$ cat config.mk
export PLATFORM = sky130hd
export DESIGN_NAME = ucsbece154b_icache
export DESIGN_NICKNAME = d
export VERILOG_FILES = /design/src/rtl/ucsbece154b_icache_pkg.sv /design/src/rtl/ucsbece154b_icache.sv
export SDC_FILE = /design/constraint.sdc
export NUM_CORES = 1
export LEC_CHECK = 0
export CORE_ASPECT_RATIO = 1.1
export CORE_MARGIN = 1.5
export CORE_UTILIZATION = 46
export DETAILED_ROUTE_END_ITERATION = 8
export DONT_BUFFER_PORTS = 1
export PLACE_DENSITY = 0.63
export SLEW_MARGIN = 20
export SYNTH_ARGS = -nofsm -noshare
export SYNTH_HDL_FRONTEND = slang
export SYNTH_SLANG_ARGS = --single-unit
$ cat constraint.sdc
create_clock -name clk -period 10.6 [get_ports clk]
set_input_delay 1.59 -clock clk [delete_from_list [all_inputs] [get_ports clk]]
set_output_delay 1.59 -clock clk [all_outputs]
set_load 0.01 [all_outputs]
$ cat src/rtl/ucsbece154b_icache_pkg.sv
// Shared constants for the instruction cache: FSM state encodings and the
// default cache geometry.
package ucsbece154b_icache_pkg;

    // Refill FSM encodings
    localparam logic [1:0] IC_IDLE = 2'd0;
    localparam logic [1:0] IC_REQ  = 2'd1;
    localparam logic [1:0] IC_WAIT = 2'd2;

    // Default geometry: 8 lines of 4 words
    localparam int IC_NUM_SETS        = 8;
    localparam int IC_WORDS_PER_BLOCK = 4;

endpackage

$ cat src/rtl/ucsbece154b_icache.sv
// Direct-mapped, read-only instruction cache in front of the fetch stage.
// Hits are answered combinationally; a miss stalls fetch (Busy_o) while one
// block is refilled from memory over a single-request, multi-beat bus.
module ucsbece154b_icache
    import ucsbece154b_icache_pkg::*;
#(
    parameter int NUM_SETS        = IC_NUM_SETS,
    parameter int WORDS_PER_BLOCK = IC_WORDS_PER_BLOCK
) (
    input  logic        clk,
    input  logic        reset,
    input  logic        ReadEnable_i,
    input  logic [31:0] ReadAddress_i,
    output logic [31:0] Instruction_o,
    output logic        Ready_o,
    output logic        Busy_o,
    output logic        MemReadRequest_o,
    output logic [31:0] MemReadAddress_o,
    input  logic        MemDataReady_i,
    input  logic [31:0] MemDataIn_i
);

    localparam int WORD_BITS = $clog2(WORDS_PER_BLOCK);
    localparam int OFF       = WORD_BITS + 2;
    localparam int IDX       = $clog2(NUM_SETS);
    localparam int TAG       = 32 - IDX - OFF;

    localparam logic [WORD_BITS-1:0] LAST_BEAT = WORD_BITS'(WORDS_PER_BLOCK - 1);
    localparam logic [WORD_BITS-1:0] BEAT_ONE  = WORD_BITS'(1);

    // Arrays: only the valid bits are reset; tags and data are qualified by them
    logic [NUM_SETS-1:0] validArr;
    logic [TAG-1:0]      tagArr  [NUM_SETS];
    logic [31:0]         dataArr [NUM_SETS][WORDS_PER_BLOCK];

    logic [1:0]           state;
    logic [WORD_BITS-1:0] beatCnt;

    // Block being refilled, captured on the miss so a redirect cannot disturb it
    logic [TAG-1:0] fillTag;
    logic [IDX-1:0] fillIdx;

    logic [TAG-1:0]       addrTag;
    logic [IDX-1:0]       addrIdx;
    logic [WORD_BITS-1:0] addrWord;
    logic                 hit;
    logic                 isIdle;
    logic                 missIdle;
    logic                 beatWrite;
    logic                 lastBeat;
    logic                 unusedAddrBits;

    assign addrTag  = ReadAddress_i[31 -: TAG];
    assign addrIdx  = ReadAddress_i[OFF +: IDX];
    assign addrWord = ReadAddress_i[2 +: WORD_BITS];

    // Byte offset within the word is irrelevant for word fetches
    assign unusedAddrBits = ^ReadAddress_i[1:0];

    assign hit       = validArr[addrIdx] && (tagArr[addrIdx] == addrTag);
    assign isIdle    = (state == IC_IDLE);
    assign missIdle  = isIdle && ReadEnable_i && !hit;
    assign beatWrite = (state == IC_WAIT) && MemDataReady_i;
    assign lastBeat  = (beatCnt == LAST_BEAT);

    // Hits are only reported from IDLE; everything else stalls fetch
    assign Ready_o          = isIdle && ReadEnable_i && hit;
    assign Busy_o           = !isIdle || missIdle;
    assign Instruction_o    = Ready_o ? dataArr[addrIdx][addrWord] : 32'b0;
    assign MemReadRequest_o = (state == IC_REQ);
    assign MemReadAddress_o = MemReadRequest_o ? {fillTag, fillIdx, {OFF{1'b0}}} : 32'b0;

    // Refill FSM, beat counter and valid bits
    always_ff @(posedge clk) begin
        if (reset) begin
            state    <= IC_IDLE;
            beatCnt  <= '0;
            validArr <= '0;
        end else begin
            case (state)
                IC_IDLE: begin
                    if (missIdle) begin
                        state <= IC_REQ;
                    end
                end
                IC_REQ: begin
                    state <= IC_WAIT;
                end
                IC_WAIT: begin
                    if (MemDataReady_i) begin
                        // Invalidate as soon as the line starts changing so a
                        // partial block can never look like a hit
                        if (beatCnt == '0) begin
                            validArr[fillIdx] <= 1'b0;
                        end
                        if (lastBeat) begin
                            validArr[fillIdx] <= 1'b1;
                            beatCnt           <= '0;
                            state             <= IC_IDLE;
                        end else begin
                            beatCnt <= beatCnt + BEAT_ONE;
                        end
                    end
                end
                default: begin
                    state <= IC_IDLE;
                end
            endcase
        end
    end

    // Refill target capture plus tag/data array writes (not reset)
    always_ff @(posedge clk) begin
        if (missIdle) begin
            fillTag <= addrTag;
            fillIdx <= addrIdx;
        end
        if (beatWrite) begin
            dataArr[fillIdx][beatCnt] <= MemDataIn_i;
            if (lastBeat) begin
                tagArr[fillIdx] <= fillTag;
            end
        end
    end

endmodule

==> metrics.md <==
| Metric | Value |
|---|---|
| PwrDens | `around 190 mW/mm2` |
| CP endpoint kind | `output pin` |
| Synth area leaders | `edfxtp_1, mux4_2, mux2i_1` |
| Initial Util | `46.30%` |
| Area of the die | `about 0.11 mm2` |
| Peak VDD IR | `between 0.15 and 0.2 mV` |
| Worst slew pin tran | `between 1 and 1.5 ns` |
| CP Max Fanout | `a little over 300` |
| Root buffer cell | `clkbuf_16` |
| DR pass1 iterations | `7` |
| DR DRC count | `0` |
| Post-synth ARST share | `0%` |
| Routed len/inst | `30.21 um` |
| Cell Rows | `125` |
| Hold_buf cts | `0` |
| Total Routing Usage GR | `about a fifth` |
| Post-CTS Resized | `0` |
| Drt total wl | `between 100 and 150 mm` |
| Post-synth cell types | `48` |
| Run status | `finished, final reports clean` |
| Worst Skew | `about 0.021 ns` |
| Post-CTS Repair Setup Buffers | `0` |
| Detail Placement HPWL | `51.52 mm` |
| Largest net degree at the start of global routing | `between 300 and 400` |
| MaxCap Viol Count | `0` |
| Slew margin rel. | `around a quarter` |
| CTS tree | `built` |
| Clock-pin slew on the worst setup and hold paths | `0.06 ns` |
| Post-synth EDFFs | `~1,300` |
| Period minus WS final | `5.941 ns` |
| Dominant cell type by area after synthesis | `edfxtp_1` |
| Post-synthesis area per instance | `23.66 um2` |
| CP arrival | `~4.4 ns` |
| Clock sink count | `1,264` |
| Via count | `21,550` |
| Ys Warns | `0` |
| Max Clock Freq | `0.1683 GHz` |
| Mapped Area | `~0.05 mm2` |
| Initial DRC count | `2,220` |
| CORE AREA | `~0.11 mm2` |
| Initial antenna violation count | `0` |
| HP Class | `reg -> reg` |
| Routed Antenna Nets | `0` |
| Die width | `around 310 um` |
| IO Count | `about 140` |
| CTS buffer count | `about 130` |
| Post-synth top cells | `edfxtp_1, mux4_2, mux2i_1, buf_2` |
| Vias in the first global route | `between 20,000 and 25,000` |
| Area Overhead vs Synth | `12.25%` |
| Top_reg_cell synth | `edfxtp_1` |
| Synth top area share | `about 77%` |
| Critical path launch point type | `primary input` |
| Vias/cell | `around 6` |
| Die height | `around 340 um` |
| Hold Violations, Final | `0` |
| RSZ-0062 raised after global routing | `false` |
| Final worst-path cycle share | `about 56%` |
| Clock Path Buffers | `3` |
| Final worst slack | `about 4.7 ns` |
| Final setup viols | `0` |
| Synthesized flop and latch total | `roughly 1,300` |
| Layout Nets | `~2,200` |
| Most frequent cell after synthesis | `edfxtp_1` |
| Setup TNS | `0 ns` |
| H-tree lvl count | `4` |
| First-pass GRT wire length | `roughly 160 mm` |
| Share of layout cells above drive strength 1 | `a little under 30%` |
| Critical path class | `in -> out` |
| # port buffers | `0` |
| Final slew viol count | `0` |
| Grt total ovfl | `0` |
| Lkg Pwr | `roughly 17 nW` |
| Critical Path RT | `approximately 9.0 ns` |
| Register area share after synthesis | `between 70% and 80%` |
| Gate Count Post-Synth | `between 2,000 and 2,500` |
| Post-place setup slack | `around 4.6 ns` |
| Placer congestion estimate | `~0.7` |
| Later-pin clock latency in the skew report | `0.74 ns` |
final cells by class:
type	count	area [um2]
Antenna cell	1	2.502
Clock buffer	165	3555
Clock inverter	60	738.2
Fill cell	8133	50620
Inverter	10	46.29
Multi-Input combinational cell	682	10610
Sequential cell	1264	37840
Tap cell	1397	1748
Timing Repair Buffer	34	255.2
worst max-delay path, stage by stage:
cell and delay (ns):
mux4_1 0.57, mux2i_1 0.19, xor2_1 0.22, o2111ai_1 0.21, nor4_4 0.45, nand4_4 0.14
buf_4 0.37, nor3_1 0.47
flip-flops by register name (all words and copies together) (netlist names), named ones only:
register,count
dataArr,1024
tagArr,200
fillTag,25
validArr,7
fillIdx,3
beatCnt,2
state,2
cells in the final DEF (no fill, tap or decap), types with 12 or more instances in the layout:
cell type | netlist | layout
clkbuf_16 | 0 | 138
edfxtp_1 | 1252 | 1252
nor3_2 | 29 | 29
and2_1 | 30 | 30
mux4_2 | 343 | 343
bufinv_16 | 0 | 15
xor2_1 | 14 | 14
nand2_1 | 19 | 18
a21oi_1 | 15 | 15
mux2i_1 | 84 | 84
clkinv_1 | 0 | 17
clkinv_2 | 0 | 21
clkbuf_1 | 34 | 27
nor2_4 | 0 | 25
buf_4 | 6 | 34
dfxtp_1 | 12 | 12
per-layer routing:
layer  global-route usage [%]  wire length, um  share of wire, %  vias up
li1                         -                -                 -     8904
met1                    28.31            44700                41    11780
met2                    33.81            54430                50      718
met3                    4.126             7674               7.0      144
met4                    5.978             2338               2.1        0
met5                        0                0                 0        -
per-stage QoR:
| stage | power [mW] | utilization (%) | std cells | instance area (um2) | hold slack, ns |
|---|---|---|---|---|---|
| finish | 10.40 | 51.98 | 3613 | 54790 | 0.4624 |
| global route | 10.69 | 51.97 | 3612 | 54790 | 0.4859 |
| CTS | 10.49 | 51.97 | 3612 | 54790 | 0.4635 |
| detailed placement | 5.907 | 47.90 | 3387 | 50490 | 0.4555 |
| global placement | 5.902 | 47.90 | 3387 | 50490 | 0.4548 |
| floorplan | 5.907 | - | 2066 | 48820 | 0.4386 |
logic make-up after synthesis:
family                   after synthesis  share of synthesized area, %
AO/OA/AOI/OAI                         56                        0.7485
XOR/XNOR                              17                        0.3051
adder cells (fa/ha/maj)                4                        0.1025
buffers and inverters                120                         1.189
flip-flops                          1264                         77.52
multiplexers                         440                         18.00
other                                  1                      0.007683
AND/OR/NAND/NOR                      161                         2.125
path summary, 6_finish.rpt:
check | start | to | slack [ns] | depth (start not counted)
max | ReadAddress_i[5] | Instruction_o[1] | 4.66 | 8
min | flop | flop | 0.46 | 2
max reg2reg | tagArr[7][23] | fillTag[4] | 6.96 | 8
min reg2reg | flop | flop | 0.46 | 2
where the power goes:
part	internal, mW	total [mW]	leakage [nW]	switching, mW
combinational	0.162	0.267	3.50	0.106
sequential	5.51	5.53	11.4	0.0176
clock	2.74	4.60	2.09	1.86
(Power assumes the default switching activity.)
